`src/rtl/prco_constants.sv`:
```
// Shared PRCO constants: register-select/data widths, special registers and writeback requester ids.
`default_nettype none

package prco_constants;

  localparam int RSEL_W = 3;
  localparam int DATA_W = 16;
  localparam int NREG   = 2 ** RSEL_W;

  localparam logic [RSEL_W-1:0] REG_SP = 3'd6;
  localparam logic [RSEL_W-1:0] REG_BP = 3'd7;

  localparam int PRCO_WB_ALU = 0;
  localparam int PRCO_WB_LSU = 1;

  typedef logic [RSEL_W-1:0] rsel_t;
  typedef logic [DATA_W-1:0] data_t;

endpackage

`default_nettype wire

```
`src/rtl/prco_rr_arb2.sv`:
```
// Two-way round-robin arbiter; the pointer names the winner of the next contended cycle.
`default_nettype none

module prco_rr_arb2 (
  input  logic       clk,
  input  logic       rst_n,
  input  logic [1:0] req,
  output logic [1:0] gnt
);

  logic rr;

  always_comb begin
    gnt = 2'b00;
    if (req[0] && (!req[1] || !rr))
      gnt[0] = 1'b1;
    else if (req[1])
      gnt[1] = 1'b1;
  end

  // Pointer only moves on contention, so an uncontested requester never loses priority.
  always_ff @(posedge clk or negedge rst_n) begin
    if (!rst_n)
      rr <= 1'b0;
    else if (&req)
      rr <= ~rr;
  end

endmodule

`default_nettype wire

```
`src/rtl/prco_regs_wb_arbiter.sv`:
```
// Register-set write-port arbiter (ALU/LSU) with one output stage and a busy-register scoreboard.
`default_nettype none

module prco_regs_wb_arbiter
  import prco_constants::*;
#(
  parameter int NREQ  = 2,
  parameter int CNT_W = 16
) (
  input  logic              i_clk,
  input  logic              i_reset_n,
  input  logic              i_alu_valid,
  input  logic [RSEL_W-1:0] i_alu_seld,
  input  logic [DATA_W-1:0] i_alu_datd,
  output logic              q_alu_ready,
  input  logic              i_lsu_valid,
  input  logic [RSEL_W-1:0] i_lsu_seld,
  input  logic [DATA_W-1:0] i_lsu_datd,
  output logic              q_lsu_ready,
  output logic              q_we,
  output logic [RSEL_W-1:0] q_seld,
  output logic [DATA_W-1:0] q_datd,
  input  logic              i_rsv_valid,
  input  logic [RSEL_W-1:0] i_rsv_reg,
  output logic              q_rsv_ready,
  input  logic [RSEL_W-1:0] i_chk_a,
  input  logic [RSEL_W-1:0] i_chk_b,
  output logic              q_hazard,
  output logic [NREG-1:0]   q_busy,
  output logic [CNT_W-1:0]  q_conflicts
);

  logic [NREQ-1:0] req;
  logic [NREQ-1:0] gnt;
  logic            rsv_fire;
  logic [NREG-1:0] busy_nxt;

  always_comb begin
    req = '0;
    req[PRCO_WB_ALU] = i_alu_valid;
    req[PRCO_WB_LSU] = i_lsu_valid;
  end

  prco_rr_arb2 u_arb (
    .clk   (i_clk),
    .rst_n (i_reset_n),
    .req   (req),
    .gnt   (gnt)
  );

  assign q_alu_ready = i_reset_n && gnt[PRCO_WB_ALU];
  assign q_lsu_ready = i_reset_n && gnt[PRCO_WB_LSU];

  always_ff @(posedge i_clk or negedge i_reset_n) begin
    if (!i_reset_n) begin
      q_we   <= 1'b0;
      q_seld <= '0;
      q_datd <= '0;
    end else begin
      q_we <= |gnt;
      if (gnt[PRCO_WB_ALU]) begin
        q_seld <= i_alu_seld;
        q_datd <= i_alu_datd;
      end else if (gnt[PRCO_WB_LSU]) begin
        q_seld <= i_lsu_seld;
        q_datd <= i_lsu_datd;
      end
    end
  end

  // A register being committed this cycle may be re-reserved immediately.
  assign q_rsv_ready = i_reset_n &&
                       (!q_busy[i_rsv_reg] || (q_we && (q_seld == i_rsv_reg)));
  assign rsv_fire    = i_rsv_valid && q_rsv_ready;

  // Clear first, then set, so a same-cycle set wins.
  always_comb begin
    busy_nxt = q_busy;
    if (q_we)
      busy_nxt[q_seld] = 1'b0;
    if (rsv_fire)
      busy_nxt[i_rsv_reg] = 1'b1;
  end

  always_ff @(posedge i_clk or negedge i_reset_n) begin
    if (!i_reset_n)
      q_busy <= '0;
    else
      q_busy <= busy_nxt;
  end

  assign q_hazard = i_reset_n && (q_busy[i_chk_a] || q_busy[i_chk_b]);

  always_ff @(posedge i_clk or negedge i_reset_n) begin
    if (!i_reset_n)
      q_conflicts <= '0;
    else if ((&req) && !(&q_conflicts))
      q_conflicts <= q_conflicts + 1'b1;
  end

endmodule

`default_nettype wire

```
`config.mk`:
```
export PLATFORM = sky130hd
export DESIGN_NAME = prco_regs_wb_arbiter
export DESIGN_NICKNAME = d
export VERILOG_FILES = /design/src/rtl/prco_constants.sv /design/src/rtl/prco_rr_arb2.sv /design/src/rtl/prco_regs_wb_arbiter.sv
export SDC_FILE = /design/constraint.sdc
export NUM_CORES = 1
export LEC_CHECK = 0
export CAP_MARGIN = 10
export CORE_MARGIN = 5
export CORE_UTILIZATION = 40
export DETAILED_ROUTE_END_ITERATION = 12
export MAX_ROUTING_LAYER = met4
export PLACE_DENSITY = 0.84
export SLEW_MARGIN = 15
export SYNTH_ARGS = -nofsm -noshare
export SYNTH_HDL_FRONTEND = slang
export SYNTH_HIERARCHICAL = 1
export SYNTH_SLANG_ARGS = --single-unit
```
`constraint.sdc`:
```
create_clock -name i_clk -period 2.2 [get_ports i_clk]
set_input_delay 0.55 -clock i_clk [delete_from_list [all_inputs] [get_ports i_clk]]
set_output_delay 0.55 -clock i_clk [all_outputs]
set_load 0.01 [all_outputs]
```
### Yosys cells after proc, flatten, opt, wreduce, memory -nomap -nowiden

Cells that the tools add are included.

| storage, ports and cells | value |
|---|---|
| input bits | 52 |
| output and inout bits | 48 |
| bits in registers | 45 |
| word-level logic and storage cells | 58 |
| bits in read-only memories | 0 |
| RAM bits | 0 |
| memories kept | 0 |
| latch bits | 0 |

| operators by class | value |
|---|---|
| add/subtract/negate cells | 1 |
| bitwise logic cells | 4 |
| multiply operators | 0 |
| order comparisons | 6 |
| reductions and logical operators | 21 |
| div/mod/pow operators | 0 |
| muxes and demuxes | 19 |
| eq/ne operators | 1 |
| shifts and indexed selects | 0 |

Operators by type and width:

| cell | number |
|---|---|
| $mux W16 | 2 |
| $add A16 B1 Y16 const B | 1 |
| $lt A3 B4 Y1 const B | 4 |
| $mux W8 | 2 |
| $reduce_and A16 Y1 | 1 |
| $logic_and A1 B1 Y1 | 10 |
| $bmux W1 S3 | 3 |
| $and A8 B8 Y8 | 1 |
| $mux W1 | 8 |
| $not A8 Y8 | 1 |
| $or A8 B8 Y8 | 1 |
| $demux W1 S3 | 2 |
| $ge A3 B1 Y1 const B | 2 |
| $mux W3 | 2 |
| $logic_not A1 Y1 | 4 |
| $eq A3 B3 Y1 | 1 |
| $logic_or A1 B1 Y1 | 3 |
| $reduce_and A2 Y1 | 1 |
| $reduce_bool A2 Y1 | 1 |
| $reduce_or A2 Y1 | 1 |
| $not A1 Y1 | 1 |

### Depth between registers and ports, before layout

Gate-level depths: netlist of run 1.

| logic depth | value |
|---|---|
| word-level depth | 9 |
| depth in mapped cells | 5 |

### Cells and area by module

Netlist of run 1, hierarchy kept.

Modules (own cells, without submodules):

| module | area an instance (sq um) | sequential area each (sq um) | cells each | instances |
|---|---|---|---|---|
| prco_regs_wb_arbiter | 2,366.0 | 1,101.1 | 219 | 1 |
| prco_rr_arb2 | 56.3 | 25.0 | 6 | 1 |

### Worst setup path after synthesis of run 1

OpenSTA, ideal clock, no wires.

| timing path | value |
|---|---|
| path type | input to output |
| from | input i_rsv_reg[1] |
| to | output q_rsv_ready |
| buffers on the path | 0 |
| slack | 135 ps |
| arrival time | 1,515 ps |
| stages | 4 |
| path through | or2b_2 -> mux4_2 -> a21oi_1 -> nor2b_1 |

| between the ends | value |
|---|---|
| word-level cells in the longest chain between the ends | 5 |
| elaborated cells on any way between the ends | 7 |

Ends and longest elaborated chain:

| item | RTL line | source |
|---|---|---|
| start, declared | prco_regs_wb_arbiter.sv:24 | `input logic [RSEL_W-1:0] i_rsv_reg,` |
| $bmux W1 S3 | prco_regs_wb_arbiter.sv:73 | `(!q_busy[i_rsv_reg] \|\| (q_we && (q_seld == i_rsv_reg)));` |
| $mux W1 (not written as such) | prco_regs_wb_arbiter.sv:73 |  |
| $logic_not A1 Y1 | prco_regs_wb_arbiter.sv:73 |  |
| $logic_or A1 B1 Y1 * | prco_regs_wb_arbiter.sv:73 |  |
| $logic_and A1 B1 Y1 * | prco_regs_wb_arbiter.sv:72 | `assign q_rsv_ready = i_reset_n &&` |
| end, declared | prco_regs_wb_arbiter.sv:25 | `output logic q_rsv_ready,` |

Every way passes the cells marked *; elsewhere a longest branch is shown, timed or not. The select of a mux whose other input is x is not followed.

### Worst setup path after layout of run 1

| timing path | value |
|---|---|
| from | register q_busy[4] |
| to | output q_rsv_ready |

| between the ends | value |
|---|---|
| word-level cells in the longest chain between the ends | 5 |

Ends and longest elaborated chain:

| item | RTL line | source |
|---|---|---|
| start, declared | prco_regs_wb_arbiter.sv:29 | `output logic [NREG-1:0] q_busy,` |
| start signal, assigned | prco_regs_wb_arbiter.sv:89 | `q_busy <= busy_nxt;` |
| $bmux W1 S3 | prco_regs_wb_arbiter.sv:73 |  |
| $mux W1 (not written as such) | prco_regs_wb_arbiter.sv:73 |  |
| $logic_not A1 Y1 | prco_regs_wb_arbiter.sv:73 |  |
| $logic_or A1 B1 Y1 | prco_regs_wb_arbiter.sv:73 |  |
| $logic_and A1 B1 Y1 | prco_regs_wb_arbiter.sv:72 |  |

No other way between the ends. The select of a mux whose other input is x is not followed.

==> run metrics, run 1 <==
outcome=complete, but fails checks; violated checks=setup timing; clock power share=16.6%; crit-path leading delay family=multiplexers; synth unique cells=43; P_leak=1.60 nW; crit start category=flip-flop; first-pass GRT wire length=11,300 µm; Worst path depth=5; largest net degree at the start of global routing=40; Final Critical Period=2230 ps; commonest non-fill, non-tap cells in the layout=85 x clkdlybuf4s50_1, 45 x dfrtp_1, 32 x nand2_1, 32 x o21ai_0, 23 x mux2i_1; post-route ant nets=0; GR Layer Usage met2=32.7%; Routed WL=7060 µm; register area share after synthesis=46.5%; FF+latch count, synth=45; Buffers on Ports=99; HP Class=input port to asynchronous set/reset pin; nets=397; Finished Layout Cells=420; Die ar.=7710 µm²; CTS root buf=clkbuf_8; row count=28; switching share of total power=34.7%; DR iter-0 viols=57; Net Switching=0.00117 W; commonest non-fill, non-tap cell in the layout=clkdlybuf4s50_1; P&R area growth vs syn=53.9%; Initial Util=40.9%; ys async rst share=100%; wire length per cell=16.8 µm; final worst clock skew=6.01 ps; setup bufs post-CTS=0; CTS tree=done; Post-Synthesis Cells=225; Max Cap Viol=0; share of post-route cells with drive strength above 1=17.7%; M3 GR Usage=3.86%; clock-pin slew on the worst setup and hold paths=80 ps; clk sink count=45; DRC Markers=0; Fin Hold WS=277 ps; syn_nets=278; relative slew slack=75.7%; FF-to-FF path depth=5; combinational cell fraction of total power=44.4%; CTS buffer count=5; Post-synth EDFFs=0; GR met1 Demand/Resource=23.3%; GR Util All Layers=19.3%; worst-path maximum fanout=2; Buf+Inv Stages, Crit Path=1; VDD IR-drop max=674 µV; Die Ht=87.8 µm; clock buffer depth=2; die width=87.8 µm; Vias/cell=5.28; CP peak stage delay=470 ps; final worst-path cycle share=101%; final-report max-slew violation count=0; Synth Flop Type=dfrtp_1; ranking of synthesized cells by area=dfrtp_1 46%, mux2i_1 9.5%, o21ai_0 6.6%; antenna cells=0; worst setup margin=-32.8 ps; Cell Pwr Density=906 nW/µm²; H-Tree Depth=2; Internal Power=0.00221 W; # hold bufs at CTS=0; area of the core=5920 µm²; Critical Path Sink Type=primary output; GRT busiest layer=met2; Mapped Area=2420 µm²; vias=2,216; io pins=100; Final Power=0.00338 W; worst slew pin tran=360 ps; top cell type's share of synthesized area=46.5%; worst path required time=1650 ps; setup violators final=1; final hold violation count=0; Crit Path Category=flip-flop to primary output; critical path data arrival time=1680 ps; setup_tns=-32.8 ps; dominant cell type by area after synthesis=dfrtp_1; Cell Chain, Critical Path=or2b_4 -> mux4_2 -> a21oi_2 -> nor2b_1 -> buf_2; global placement routability congestion=0.964; sequential power share=39.0%; Avg Inst Size Synth=10.8 µm²; antenna violations before repair=0; clock insertion delay at the later pin of the skew report=290 ps; Slowest cell on crit path=mux4_2; placed cells=412; vias in the first global route=2,337; yosys warns=6; total grt overflow=0; Initial DRT Pass Iterations=4; Post-DP HPWL=5480 µm; FMAX=448 MHz; RSZ-0062 raised after global routing=true
## logic make-up after synthesis
kind of cell    count (synthesis)  share of synthesized area, %
compound gates                 47                          11.6
fa+ha+maj                       1                         0.516
simple gates                   78                          18.8
buf+inv                         9                          2.07
flops                          45                          46.5
mux                            31                          15.5
xor+xnor                       14                          5.06
## repair_timing
| action | CTS | global route |
|---|---|---|
| endpoints found under the hold margin | 0 | 0 |
| resized for setup | 27 | 8 |
| endpoints found under the setup margin | 4 | 2 |
| pin swaps | 1 | 2 |
## per-layer routing
metal	up-vias	wire length, µm
met2	78	3630
met5	-	0
met4	0	108
met1	1067	2860
li1	1059	-
met3	12	447
## cells in the mapped netlist, types with 2 or more instances
cell type	n
dfrtp_1	45
nand2_1	32
o21ai_0	32
mux2i_1	23
xnor2_1	8
nand3_1	7
nor2_1	6
xor2_1	6
mux4_2	5
nand4_1	5
or2b_2	5
clkbuf_1	4
o31ai_1	4
mux2_2	3
nor3_1	3
a21boi_0	2
a21oi_1	2
and2_1	2
buf_6	2
nor2b_1	2
nor4_1	2
nor4_4	2
nor4b_1	2
or3_1	2
## path summary, 6_finish.rpt
path	startpoint	endpoint	slack, ps
min reg2reg	u_arb/rr$_DFFE_PN0P_	u_arb/rr$_DFFE_PN0P_	520
max reg2reg	q_busy[4]$_DFF_PN0_	q_busy[1]$_DFF_PN0_	460
min in group i_clk	u_arb/rr$_DFFE_PN0P_	u_arb/rr$_DFFE_PN0P_	520
max	q_busy[4]$_DFF_PN0_	q_rsv_ready	-30
min	i_reset_n	q_seld[0]$_DFFE_PN0P_	280
max in group asynchronous	i_reset_n	q_conflicts[8]$_DFFE_PN0P_	1610
## through the flow
| step | cell area (µm²) | setup slack, ps | utilization [%] |
|---|---|---|---|
| 4_1_cts | 3710 | -231 | 62.7 |
| 2_1_floorplan | 2420 | 135 | - |
| 6_report | 3730 | -32.8 | 63.0 |
| 5_1_grt | 3730 | -130 | 63.0 |
| 3_3_place_gp | 3630 | -740 | 61.3 |
| 3_5_place_dp | 3630 | -750 | 61.3 |
## area by class of cell
| type | count | area [µm²] |
|---|---|---|
| fill | 513 | 2190 |
| multi-input combinational | 171 | 1270 |
| timing repair buffer | 120 | 1130 |
| sequential | 45 | 1130 |
| clock buffer | 7 | 96.3 |
| tap | 75 | 93.8 |
| clock inverter | 1 | 5.00 |
| inverter | 1 | 3.75 |
## power groups by stage
stage	logic, W	registers, W	clock network, W
after global routing	0.00163	0.00135	0.000610
after floorplan	0.000534	0.00140	0
after CTS	0.00151	0.00132	0.000580
final	0.00150	0.00132	0.000560
after global placement	0.00148	0.00131	0
after detailed placement	0.00152	0.00133	0
## flip-flops by register name (all words and copies together) (netlist names)
register,count
q_conflicts,16
q_datd,16
q_busy,8
q_seld,3
q_we,1
u_arb/rr,1
Power figures use the tool's default switching activity.
==> run 2: changes to the inputs <==
Settings changed: REMOVE_ABC_BUFFERS set to 1.
==> run 2 against run 1 <==
Net effect: the run still ends with setup timing left; worst setup slack gained 6.0 ps; sequential share of layout area is essentially flat; critical endpoint unchanged; total power shrank 0.98%; count of clock-buffer cells in the layout is the same; first-iteration DRC count grew 61%.
==> run metrics, run 2 (same netlist as run 1, synthesis figures left out) <==
clock buffer depth=2; global placement routability congestion=0.951; HP Class=input port to asynchronous set/reset pin; final worst-path cycle share=101%; Die Ht=87.8 µm; Critical Path Sink Type=primary output; Crit Path Category=flip-flop to primary output; Post-DP HPWL=5110 µm; crit-path leading delay family=multiplexers; area of the core=5920 µm²; final-report max-slew violation count=0; post-place setup slack=-786 ps; die width=87.8 µm; VDD IR-drop max=561 µV; setup violators final=2; CTS tree=done; outcome=complete, but fails checks; CP peak stage delay=470 ps; FF-to-FF setup slack=460 ps; first-pass GRT wire length=10,400 µm; violated checks=setup timing; Worst path depth=5; io pins=100; RSZ-0062 raised after global routing=true; antenna violations before repair=0; Cell Pwr Density=897 nW/µm²; final worst clock skew=5.75 ps; Regs by FF count=q_conflicts: 16 flops, q_datd: 16 flops, q_busy: 8 flops; Final Critical Period=2230 ps; Core Util, Final=63.0%; Vias/cell=5.23; Critical R2R Capture=q_busy[3]$_DFF_PN0_; worst slew pin tran=399 ps; critical path data arrival time=1680 ps; # hold bufs at CTS=0; H-Tree Depth=2; commonest non-fill, non-tap cell in the layout=clkdlybuf4s50_1; clock-pin slew on the worst setup and hold paths=80 ps; DR iter-0 viols=92; Initial DRT Pass Iterations=4; FMAX=449 MHz; row count=28; P_leak=1.59 nW; Routed WL=6550 µm; placed cells=412; share of post-route cells with drive strength above 1=17.7%; Multi-input gate area=1260 µm²; commonest non-fill, non-tap cells in the layout=85 x clkdlybuf4s50_1, 45 x dfrtp_1, 32 x nand2_1, 32 x o21ai_0, 23 x mux2i_1; Initial Util=40.9%; antenna cells=0; final hold violation count=0; vias in the first global route=2,162; reg2reg start=q_busy[4]$_DFF_PN0_; Max Cap Viol=0; CTS root buf=clkbuf_8; crit start category=flip-flop; Slowest cell on crit path=mux4_2; Die ar.=7710 µm²; relative slew slack=73.2%; post-route ant nets=0; Cell Chain, Critical Path=or2b_4 -> mux4_2 -> a21oi_2 -> nor2b_1 -> buf_2; clk sink count=45; FF-to-FF path depth=5; nets=397; total grt overflow=0; CTS buffer count=5; worst path required time=1650 ps; GR Util All Layers=17.8%; Crit. Startpoint=q_busy[4]$_DFF_PN0_; DRC Markers=0; worst-path maximum fanout=2; Critical Path End=q_rsv_ready; vias=2,198; Finished Layout Cells=420; P&R area growth vs syn=53.9%; wire length per cell=15.6 µm; clock insertion delay at the later pin of the skew report=290 ps; worst setup margin=-26.8 ps; largest net degree at the start of global routing=40; Buf+Inv Stages, Crit Path=1; Buffers on Ports=99; register area=1130 µm²; Final Power=0.00335 W; # fillers=511
==> run 2: worst min path at each step <==
stage | end | start | depth (start not counted) | slack, ps
after floorplan | q_busy[0]$_DFF_PN0_ | i_reset_n | 0 | 250
after global routing | q_datd[2]$_DFFE_PN0P_ | i_reset_n | 2 | 290
final | q_datd[2]$_DFFE_PN0P_ | i_reset_n | 2 | 290
after CTS | q_datd[2]$_DFFE_PN0P_ | i_reset_n | 2 | 280
after detailed placement | u_arb/rr$_DFFE_PN0P_ | u_arb/rr$_DFFE_PN0P_ | 1 | 500
after global placement | u_arb/rr$_DFFE_PN0P_ | u_arb/rr$_DFFE_PN0P_ | 1 | 500
==> run 2: timing repair <==
item                                    CTS  global route
cloned                                    0             0
endpoints found under the setup margin    4             2
gates resized for setup                  34             1
pin swaps                                 1             3
setup buffers                             0             0
==> run 2: area by class of cell <==
type                            instances  share of cell area (%)
Timing Repair Buffer                  120                    30.4
Sequential cell                        45                    30.2
Inverter                                1                   0.101
Clock buffer                            7                    2.58
Multi-Input combinational cell        171                    33.9
Clock inverter                          1                   0.235
Tap cell                               75                    2.52
==> run 2: through the flow <==
stage,instance area (µm²),hold slack [ps],TNS [ps]
after detailed placement,3620,501,-3830
after global routing,3730,288,-224
after floorplan,2380,254,-14990
final,3730,290,-39.0
after CTS,3720,283,-89.0
after global placement,3620,502,-3570
==> run 2: layer usage <==
metal  part of all wire (%)  wire (µm)  vias to the layer above  GRT usage, %
met5                      0          0                        -             -
met4                    2.6        169                        0          6.69
met3                    5.9        386                       14          3.29
met2                     48       3130                       76          27.7
met1                     44       2860                     1046          23.0
li1                       -          -                     1062             -
==> run 2: where the power goes <==
part	internal [W]	leakage [nW]	switching [W]
sequential	0.00106	0.568	0.000263
clock	0.000290	0.0549	0.000274
combinational	0.000849	0.964	0.000609
total	0.00220	1.59	0.00115
==> run 3: changes to the inputs <==
Settings changed: CORE_UTILIZATION 40 to 43, PLACE_DENSITY 0.84 to 0.88.
==> run 3 against run 2 <==
Net effect: the flow still finishes with violations (setup timing); worst setup slack worse by 22 ps; non-clock buffer count fell by 1; sequential share of layout area is essentially flat; worst hold slack gained 50 ps; largest power group unchanged.
==> run metrics, run 3 (same netlist as run 1, synthesis figures left out) <==
met2 wire len=3470 µm; met3 WL=461 µm; Buffers on Ports=99; first-pass GRT wire length=11,000 µm; CTS buffer count=5; GR Util All Layers=19.5%; worst-path maximum fanout=2; io pins=100; Crit Path Category=flip-flop to primary output; RSZ-0062 raised after global routing=true; P_leak=1.60 nW; DR iter-0 viols=104; post-route ant nets=0; antenna violations before repair=0; row count=27; final worst-path cycle share=102%; Routed WL=6780 µm; # hold bufs at CTS=0; Die ar.=7230 µm²; Post-DP HPWL=5370 µm; Initial DRT Pass Iterations=5; reg2reg start=q_busy[4]$_DFF_PN0_; Slowest cell on crit path=mux4_2; worst setup margin=-49.2 ps; clock-pin slew on the worst setup and hold paths=90 ps; commonest non-fill, non-tap cell in the layout=clkdlybuf4s50_1; Area after DPL=3600 µm²; VDD IR-drop max=525 µV; FMAX=445 MHz; nets=396; violated checks=setup timing; largest net degree at the start of global routing=40; critical path data arrival time=1700 ps; total grt overflow=0; Cell Pwr Density=941 nW/µm²; worst path required time=1650 ps; antenna cells=0; commonest non-fill, non-tap cells in the layout=85 x clkdlybuf4s50_1, 45 x dfrtp_1, 32 x nand2_1, 32 x o21ai_0, 23 x mux2i_1; Cell Chain, Critical Path=or2b_4 -> mux4_2 -> a21oi_2 -> nor2b_1 -> buf_2; Initial Util=44.0%; HP Class=input port to asynchronous set/reset pin; relative slew slack=74.4%; Vias/cell=5.45; # fillers=441; Finished Layout Cells=416; Critical Path Sink Type=primary output; clock buffer depth=2; clock insertion delay at the later pin of the skew report=300 ps; Multi-input gate area=1260 µm²; final hold violation count=0; outcome=complete, but fails checks; H-Tree Depth=2; register area=1130 µm²; die width=85.1 µm; final-report max-slew violation count=0; P&R area growth vs syn=54.0%; share of post-route cells with drive strength above 1=16.6%; crit start category=flip-flop; Die Ht=85.1 µm; worst slew pin tran=382 ps; FF-to-FF setup slack=300 ps; final worst clock skew=7.53 ps; Max Cap Viol=0; wire length per cell=16.3 µm; placed cells=407; DR top layer=met4; vias in the first global route=2,301; Final Critical Period=2250 ps; CTS root buf=clkbuf_8; setup violators final=2; WL met1=2670 µm; clk sink count=45; CTS tree=done; Regs by FF count=q_conflicts: 16 flops, q_datd: 16 flops, q_busy: 8 flops; Post-Layout Inst Area=3730 µm²; DRC Markers=0; area of the core=5510 µm²; vias=2,267; FF-to-FF path depth=6; Critical R2R Capture=q_busy[5]$_DFF_PN0_; global placement routability congestion=0.968; CP peak stage delay=470 ps
[run 3: cell types whose count changed in the layout (fill, tap and decap cells not counted)]
cell	change
bufinv_16	+2
clkbuf_8	-2
clkdlybuf4s15_2	-2
dlygate4sd2_1	+2
buf_2	+1
buf_4	-1
buf_6	-1
clkinv_2	+1
inv_6	-1
nor3b_1	+1
nor3b_2	-1
[run 3: worst max-delay path by stage]
stage | startpoint | to | slack (ps) | cells past startpoint
2_1_floorplan | i_alu_valid | q_alu_ready | -1090 | 2
3_3_place_gp | i_rsv_reg[1] | q_rsv_ready | -760 | 6
3_5_place_dp | i_rsv_reg[1] | q_rsv_ready | -770 | 7
4_1_cts | q_busy[4]$_DFF_PN0_ | q_rsv_ready | -80 | 5
5_1_grt | q_busy[4]$_DFF_PN0_ | q_rsv_ready | -120 | 5
6_report | q_busy[4]$_DFF_PN0_ | q_rsv_ready | -50 | 5
[run 3: through the flow]
step / hold WS [ps] / TNS, ps / util, % / setup WS (ps) / total power [W]
4_1_cts: 340 / -102 / 67.7 / -80.4 / 0.00355
3_5_place_dp: 526 / -3970 / 65.4 / -774 / 0.00281
6_report: 340 / -52.4 / 67.7 / -49.2 / 0.00351
2_1_floorplan: 254 / -14990 / - / -1090 / 0.00192
3_3_place_gp: 501 / -3510 / 65.4 / -756 / 0.00275
5_1_grt: 338 / -200 / 67.7 / -118 / 0.00373
[run 3: worst max-delay path, delay by kind of cell, from the launching register on]
family / cells / cell delay, ps
compound gates: 1 / 130
mux: 1 / 470
flops: 1 / 360
buf+inv: 1 / 130
simple gates: 2 / 320
[run 3: final cells by class]
class / count / share of cell area [%]
flip-flops and latches: 45 / 30.2
clock inverters: 3 / 1.74
clock buffers: 5 / 1.85
inverters: 1 / 0.101
repair buffers: 119 / 29.9
well taps: 72 / 2.42
multi-input cells: 171 / 33.8
[run 3: metal layers]
metal	vias up	global-route usage [%]
met1	1092	21.8
met3	12	4.27
met5	-	-
met4	0	8.78
met2	99	33.3
li1	1064	-
[run 3: power by group]
part / switching [W] / internal [W] / leakage (nW)
sequential: 0.000252 / 0.00106 / 0.568
combinational: 0.000618 / 0.000852 / 0.961
clock: 0.000276 / 0.000451 / 0.0681
[run 3: timing repair]
action | CTS | global route
buffers inserted | 1 | 0
endpoints found under the setup margin | 4 | 2
resized for setup | 29 | 0
pin swaps | 2 | 1
